===== src/rtl/rf_writeback_sched_if.sv =====
// Write-back request bundle between the execute/memory stages and the write-back scheduler.
// Each request carries up to two register writes (E and M).
interface rf_writeback_sched_if;
  logic        wb_valid;
  logic        wb_ready;
  logic [3:0]  dstE;
  logic [63:0] valE;
  logic [3:0]  dstM;
  logic [63:0] valM;

  modport master (
    output wb_valid, dstE, valE, dstM, valM,
    input  wb_ready
  );

  modport slave (
    input  wb_valid, dstE, valE, dstM, valM,
    output wb_ready
  );
endinterface


===== src/rtl/rf_writeback_sched.sv =====
// Y86-64 write-back scheduler: queues the E/M writes of each instruction in order and
// drains one per cycle into the single register-file write port, with RAW hazard flags and halt sequencing.
module rf_writeback_sched #(
  parameter int         DEPTH = 4,
  parameter logic [3:0] RNONE = 4'hF
) (
  input  logic                 clk,
  input  logic                 reset,
  rf_writeback_sched_if.slave  wb,
  output logic                 rf_we,
  output logic [3:0]           rf_waddr,
  output logic [63:0]          rf_wdata,
  input  logic [3:0]           srcA,
  input  logic [3:0]           srcB,
  output logic                 hazA,
  output logic                 hazB,
  input  logic                 halt_req,
  output logic [2:0]           pending,
  output logic                 halted
);

  localparam int PW = $clog2(DEPTH);
  localparam int CW = PW + 1;

  typedef enum logic [1:0] {RUN, DRAIN, HALTED} state_t;

  state_t        state, state_next;
  logic [3:0]    q_dst [DEPTH];
  logic [63:0]   q_val [DEPTH];
  logic [PW-1:0] head, tail, tail_m, off;
  logic [CW-1:0] count, free_slots;
  logic          accept, push_e, push_m, pop;
  logic [1:0]    added;

  assign free_slots  = CW'(DEPTH) - count;
  assign wb.wb_ready = (state == RUN) && (free_slots >= CW'(2));
  assign accept      = wb.wb_valid && wb.wb_ready;
  assign push_e      = accept && (wb.dstE != RNONE);
  assign push_m      = accept && (wb.dstM != RNONE);
  assign added       = {1'b0, push_e} + {1'b0, push_m};
  assign pop         = (count != '0);
  // The M entry lands behind E when both are written, so M wins on equal destinations.
  assign tail_m      = push_e ? tail + PW'(1) : tail;

  always_ff @(posedge clk or posedge reset) begin
    if (reset) begin
      head  <= '0;
      tail  <= '0;
      count <= '0;
    end else begin
      if (pop) head <= head + PW'(1);
      tail  <= tail + PW'(added);
      count <= count + CW'(added) - CW'(pop);
    end
  end

  always_ff @(posedge clk) begin
    if (push_e) begin
      q_dst[tail] <= wb.dstE;
      q_val[tail] <= wb.valE;
    end
    if (push_m) begin
      q_dst[tail_m] <= wb.dstM;
      q_val[tail_m] <= wb.valM;
    end
  end

  always_ff @(posedge clk or posedge reset) begin
    if (reset) state <= RUN;
    else       state <= state_next;
  end

  always_comb begin
    state_next = state;
    case (state)
      RUN:     if (halt_req) state_next = DRAIN;
      DRAIN:   if (count == '0) state_next = HALTED;
      HALTED:  state_next = HALTED;
      default: state_next = RUN;
    endcase
  end

  always_comb begin
    rf_we    = pop;
    rf_waddr = pop ? q_dst[head] : RNONE;
    rf_wdata = pop ? q_val[head] : '0;
  end

  // A slot is live when its distance from head is below count; only live slots can raise a hazard.
  always_comb begin
    hazA = 1'b0;
    hazB = 1'b0;
    off  = '0;
    for (int i = 0; i < DEPTH; i++) begin
      off = PW'(i) - head;
      if ({1'b0, off} < count) begin
        if (srcA != RNONE && q_dst[i] == srcA) hazA = 1'b1;
        if (srcB != RNONE && q_dst[i] == srcB) hazB = 1'b1;
      end
    end
  end

  assign pending = 3'(count);
  assign halted  = (state == HALTED);

endmodule


===== src/flat_wrapper.sv =====
// flat-port wrapper written by rule: the top's interface ports become plain ports
module rf_writeback_sched_flat 
#(
  parameter int         DEPTH = 4,
  parameter logic [3:0] RNONE = 4'hF
)
  (clk, reset, rf_we, rf_waddr, rf_wdata, srcA, srcB, hazA, hazB, halt_req, pending, halted, wb_wb_valid, wb_dstE, wb_valE, wb_dstM, wb_valM, wb_wb_ready);
  rf_writeback_sched_if wb_i ();
  input  logic clk;
  input  logic reset;
  output logic rf_we;
  output logic [3:0] rf_waddr;
  output logic [63:0] rf_wdata;
  input  logic [3:0] srcA;
  input  logic [3:0] srcB;
  output logic hazA;
  output logic hazB;
  input  logic halt_req;
  output logic [2:0] pending;
  output logic halted;
  input wire logic [$bits(wb_i.wb_valid)-1:0] wb_wb_valid;
  input wire logic [$bits(wb_i.dstE)-1:0] wb_dstE;
  input wire logic [$bits(wb_i.valE)-1:0] wb_valE;
  input wire logic [$bits(wb_i.dstM)-1:0] wb_dstM;
  input wire logic [$bits(wb_i.valM)-1:0] wb_valM;
  output wire logic [$bits(wb_i.wb_ready)-1:0] wb_wb_ready;
  assign wb_i.wb_valid = wb_wb_valid;
  assign wb_i.dstE = wb_dstE;
  assign wb_i.valE = wb_valE;
  assign wb_i.dstM = wb_dstM;
  assign wb_i.valM = wb_valM;
  assign wb_wb_ready = wb_i.wb_ready;
  rf_writeback_sched #(.DEPTH(DEPTH), .RNONE(RNONE)) u_core (.clk(clk), .reset(reset), .wb(wb_i), .rf_we(rf_we), .rf_waddr(rf_waddr), .rf_wdata(rf_wdata), .srcA(srcA), .srcB(srcB), .hazA(hazA), .hazB(hazB), .halt_req(halt_req), .pending(pending), .halted(halted));
endmodule

===== config.mk =====
export PLATFORM = sky130hd
export DESIGN_NAME = rf_writeback_sched_flat
export DESIGN_NICKNAME = d
export VERILOG_FILES = /design/src/rtl/rf_writeback_sched_if.sv /design/src/rtl/rf_writeback_sched.sv /design/src/flat_wrapper.sv
export SDC_FILE = /design/constraint.sdc
export NUM_CORES = 1
export LEC_CHECK = 0
export CAP_MARGIN = 20
export CORE_MARGIN = 5
export CORE_UTILIZATION = 55
export DETAILED_ROUTE_END_ITERATION = 10
export PLACE_DENSITY = 0.81
export SLEW_MARGIN = 20
export SYNTH_ARGS = -nofsm -noshare
export SYNTH_HDL_FRONTEND = slang
export SYNTH_SLANG_ARGS = --single-unit

===== constraint.sdc =====
create_clock -name clk -period 4.2 [get_ports clk]
set_clock_uncertainty 0.15 [all_clocks]
set_input_delay 0.84 -clock clk [delete_from_list [all_inputs] [get_ports clk]]
set_output_delay 0.84 -clock clk [all_outputs]
set_load 0.005 [all_outputs]

==> metrics.txt, run 1 <==
vias=about 8600; Synth Net Count=about 1000; leakage power=around 0.0063 uW; TritonCTS clock tree=built; CP Cell Sequence=inv_1, ha_1, a21boi_0, o21ai_0, a22oi_1, a21oi_1, clkdlybuf4s50_1; mux contribution to synthesized area=0.312; Post-synth ARST share=0.0320; sequential area share after synthesis=0.567; chip width=174 um; Critical R2R Capture=u_core.pending[2]; io pins=224; Synth top area share=0.552; post-synthesis xor/xnor area fraction=0.0231; critical path's slowest cell=dfrtp_4; status=finished clean; share of cells above drive strength 1=0.349; number of global-route vias before repair=between 9000 and 10000; Std-Cell Rows=60; global route hottest layer=met2; Starting Density=0.554; Core Region=between 0.02 and 0.03 mm^2; Worst EP required=3.21 ns; M3 GR Usage=0.0370; overflow left after global routing=0; Max IR drop VDD=341 uV; Hold Violations, Final=0; Total Wirelength=roughly 35 mm; total power=between 10000 and 15000 uW; Setup CP Type=register to primary output; Die ar.=a little over 0.03 mm^2; Finished Layout Cells=between 1000 and 1500; vias per cell=just under 6; GRT Total Usage=0.228; P&R area growth vs syn=24.7%; simple-gate share of the synthesized area=0.0426; drt initial violations=~680; Synth Area in Adders=0.0183; FF-to-FF Start=u_core.pending[1]; Crit. Startpoint=u_core.head[1]; cell taking the most area after synthesis=edfxtp_1; Startpoint Class=register; nature of the critical path endpoint=primary output; Synth Instances=between 800 and 900; initial antenna violation count=1; Ys Warns=0; Max Slew Vio Count=0; Slew HR=0.542; first-pass GRT wire length=roughly 54 mm; fill count=roughly 1800; setup TNS=0 ns; CP bufs+invs=2; GPL Wtd Cong=0.902; die height=approximately 170 um; dpl cell area=between 0.015 and 0.02 mm^2; CTS Sinks=281; largest family of logic cells by synthesized area=multiplexers; worst hold path type=register to register; cts bufs inserted=28; met1 Resource Use GR=0.284; Data arrival, critical path=around 2.9 ns; Syn Std Cell Area=roughly 0.015 mm^2; Synth Register Bits=approximately 280; pin count of the biggest net entering global routing=45; placed cells=~1400; post-cts sizing count=0; CTS Hold Bufs=0; worst-margin pin slew=around 0.69 ns; top area cells in the synthesized netlist=edfxtp_1 (55%), mux2_2 (18%), mux4_2 (10%); Clock Tree Buf Depth=3; Port Buffers=about 220; DP HPWL=roughly 21 mm; post-synth cell types=37; Peak Freq=roughly 0.26 GHz; Hold Crit Start=u_core.state[0]; number of setup buffers added after CTS=0; RSZ-0062 raised after global routing=false; Final ANT Viol Nets=0; final setup violation count=0; Layout Nets=around 1300; flop2flop setup slack=1.01 ns; Top FF cell, synth=edfxtp_1; power density over the cells=around 650 mW/mm^2; worst hold stages=1; minimum clock period=between 3 and 4 ns; DRC violations left=0; Synth Area in Compound Gates=0.00904; GRT met2 Usage=0.418; clock slew at reported path FFs=0.06 ns; Clock Latency Late Sink=approximately 0.53 ns; total iterations of the first detailed-routing run=5; syn_area_per_cell=between 15 and 20 um^2; critical path peak fanout=16; Finished Cell Area=0.0185 mm^2; hold_ws=~0.40 ns; Root Buffer=clkbuf_16; wire per inst=23.9 um; Reg2Reg Depth=13; EDFF count, synth=272; Crit path max-delay family=compound AO/OA/AOI/OAI gates; Max Cap Viol=0; Min-Delay Endpoint=u_core.state[0]; critical path's largest stage delay=0.64 ns; Clock H-tree levels=1; final period utilization=0.932
[synth_stat cells (all sizes together) (5+ instances only)]
cell / number
mux4: 68
ha: 20
and2: 65
nor4: 8
xnor2: 7
mux2: 274
xor2: 32
dfrtp: 9
a21oi: 5
inv: 17
buf: 41
clkbuf: 19
edfxtp: 272
[registers in the layout, summed over array words and instances (netlist names)]
register	count
u_core.q_val	256
u_core.pending	3
u_core.head	2
u_core.q_dst	16
u_core.state	2
u_core.tail	2
[final cells by class]
type	count	area [um^2]	area share
Tap cell	341	427	0.0231
Inverter	17	63.8	0.00346
Multi-Input combinational cell	522	6050	0.328
Clock inverter	21	230	0.0125
Timing Repair Buffer	247	2540	0.138
Clock buffer	31	733	0.0397
Antenna cell	1	2.50	0.000136
Sequential cell	281	8400	0.455
[cell usage in the layout, fill, tap and decap left out, types with 3 or more instances in the layout]
cell             instances
buf_12                   9
dfrtp_1                  7
clkinv_2                 7
clkinvlp_4               3
inv_1                   15
clkinv_1                 6
buf_4                   14
bufinv_16                5
a21oi_1                  3
and4_1                   4
a22oi_1                  4
nor3_1                   4
clkdlybuf4s50_1        223
clkbuf_16               29
or2_2                    4
mux2_2                 238
mux4_2                  68
xor2_1                  32
edfxtp_1               272
xnor2_1                  7
nand3_1                  4
nor2b_1                  3
ha_1                    20
mux2_1                  36
nor4_1                   8
and2_1                  65
[report_power, final]
part           internal (uW)  switching [uW]  leakage (uW)
Sequential              3930             306       0.00258
Clock                   1560            1050      0.000468
Combinational           2850            2220       0.00321
[how the worst max path moves through the flow]
stage / end / slack (ns) / cells after the start
2_1_floorplan: u_core.q_dst[0][0] / 0.30 / 10
3_3_place_gp: hazB / 0.53 / 6
3_5_place_dp: hazA / 0.54 / 6
4_1_cts: hazA / 0.09 / 7
5_1_grt: hazA / 0.11 / 7
6_report: hazA / 0.29 / 7
[metal layers]
layer  up-vias  part of all wire
met1      4378              0.39
met5         -                 0
met3        39             0.063
met4         0             0.020
met2       290              0.53
li1       3905                 -
[metrics by stage]
step	utilization	setup slack, ns
after global routing	0.691	0.113
after detailed placement	0.653	0.536
after floorplan	-	0.295
after global placement	0.653	0.535
final	0.691	0.287
after CTS	0.689	0.0945
[kinds of logic after synthesis]
family	after synthesis
fa+ha+maj	21
xor+xnor	39
buf+inv	77
simple gates	101
flops	281
compound gates	19
mux	342
Power figures use the tool's default switching activity.
==> run 2: changes to the inputs <==
Settings changed: CORE_UTILIZATION 55 to 59, PLACE_DENSITY 0.81 to 0.86, SETUP_SLACK_MARGIN from default to 0.3.
Clock period 4.2 ns to 4.6 ns, I/O delays scaled along.
==> run 2 against run 1 <==
First-iteration DRC count decreased by 13%. Register-to-register slack better by 0.29 ns. Worst setup slack better by 0.22 ns. Via count increased by 1.6%. Global-route usage is 1.3 points higher. Worst hold slack improved by 0.0070 ns. Routed wire length decreased by 1.5%. Cell count is 0.75% lower.
==> metrics.txt, run 2 (synthesis gave the netlist of run 1 again) <==
TritonCTS clock tree=built; GRT Total Usage=0.241; fill count=between 1500 and 2000; vias per cell=~6; cts bufs inserted=29; Data arrival, critical path=a little over 3 ns; Worst EP required=about 3.5 ns; Peak Freq=between 0.2 and 0.25 GHz; Clock Tree Buf Depth=3; Starting Density=0.593; Max IR drop VDD=413 uV; Max Cap Viol=0; Flop pwr share=0.352; pin count of the biggest net entering global routing=slightly below 70; max FFs per register=around 260; leakage power=0.00624 uW; die height=~170 um; P&R area growth vs syn=24.5%; final period utilization=0.890; vias=8754; Comb pwr share=0.419; CTS Hold Bufs=0; initial antenna violation count=1; clock slew at reported path FFs=around 0.060 ns; chip width=168 um; most frequent cells in the layout=edfxtp_1 (272), mux2_2 (238), clkdlybuf4s50_1 (223); area of the multi-input gates=~0.0061 mm^2; dpl cell area=roughly 0.017 mm^2; largest register by flop count=u_core.q_val; final setup violation count=0; Total Wirelength=about 34 mm; Sw Ratio=0.297; worst hold path type=register to register; CTS Sinks=between 200 and 300; minimum clock period=4.10 ns; power density over the cells=a little under 600 mW/mm^2; total iterations of the first detailed-routing run=5; worst-margin pin slew=about 0.59 ns; Clock H-tree levels=1; register area=about 0.0084 mm^2; Root Buffer=clkbuf_16; Core Region=0.0250 mm^2; Startpoint Class=register; Final ANT Viol Nets=0; first-pass GRT wire length=approximately 53 mm; share of cells above drive strength 1=0.346; P_sw=3260 uW; Clock Power Share=0.229; wire per inst=23.8 um; io pins=between 200 and 250; critical path peak fanout=35; most common cell after layout, fill and taps aside=edfxtp_1; Setup CP Type=register to primary output; P_int=7700 uW; Slew HR=0.608; drt initial violations=~590; DRC violations left=0; Clock Latency Late Sink=around 0.54 ns; overflow left after global routing=0; RSZ-0062 raised after global routing=false; flop2flop setup slack=1.30 ns; Finished Cell Area=between 0.015 and 0.02 mm^2; DP HPWL=~21 mm; Layout Nets=about 1300; setup TNS=0 ns; number of global-route vias before repair=~9400; Max Slew Vio Count=0; nature of the critical path endpoint=primary output; Port Buffers=about 220; Die ar.=~0.028 mm^2; GPL Wtd Cong=just under 0.9; Std-Cell Rows=58; status=finished clean; Hold Violations, Final=0
## run 2: cell count changes in the layout (fill, tap and decap cells not counted), sizes merged
cell	previous run	this run
buf	24	20
diode	1	3
inv	17	18
clkinv	13	9
bufinv	5	7
clkbuf	31	34
## run 2: worst paths after layout
kind | from | to | cells after the start
min | u_core.state[1] | u_core.state[1] | 1
min reg2reg | u_core.state[1] | u_core.state[1] | 1
min in group asynchronous | reset | u_core.tail[1] | 2
max reg2reg | u_core.pending[1] | u_core.q_val[1][35] | 9
max in group asynchronous | reset | u_core.head[0] | 2
max | u_core.pending[1] | rf_wdata[35] | 7
## run 2: final cells by class
| type | count | share of cell area |
|---|---|---|
| Multi-Input combinational cell | 522 | 0.328 |
| Sequential cell | 281 | 0.456 |
| Antenna cell | 3 | 0.000407 |
| Clock buffer | 34 | 0.0404 |
| Inverter | 17 | 0.00360 |
| Clock inverter | 20 | 0.0151 |
| Timing Repair Buffer | 243 | 0.134 |
| Tap cell | 330 | 0.0224 |
## run 2: power by group through the flow
| stage | Sequential (uW) | Combinational [uW] | Clock, uW |
|---|---|---|---|
| 2_1_floorplan | 3790 | 2680 | 0 |
| 3_3_place_gp | 3920 | 4500 | 0 |
| 3_5_place_dp | 3940 | 4550 | 0 |
| 4_1_cts | 3860 | 4660 | 2550 |
| 5_1_grt | 3900 | 4920 | 2660 |
| 6_report | 3860 | 4590 | 2510 |
## run 2: what timing repair did
item                       in CTS  in global routing
buffers inserted                1                  0
resized for setup               1                  0
setup endpoints to repair       3                  0
## run 2: routing by layer
metal	vias to the layer above	track usage	part of all wire
li1	3899	-	-
met1	4469	0.318	0.39
met2	311	0.422	0.52
met3	75	0.0336	0.063
met4	0	0.0656	0.029
met5	-	0	0
## run 2: through the flow
stage	power (uW)	hold WS, ns	setup slack [ns]	cells	util
final	11000	0.406	0.505	1450	0.738
after detailed placement	8500	0.385	0.723	1392	0.696
after global placement	8420	0.370	0.747	1392	0.696
after floorplan	6470	0.356	0.695	880	-
after global routing	11500	0.429	0.382	1449	0.738
after CTS	11100	0.400	0.473	1447	0.738
## run 2: worst max-delay path: stages, from the launching register on
cell and delay [ns]:
dfrtp_1 0.40, inv_1 0.15, ha_1 0.22, ha_1 0.33, inv_4 0.36, buf_12 0.25
and2_1 0.22, clkdlybuf4s50_1 0.53
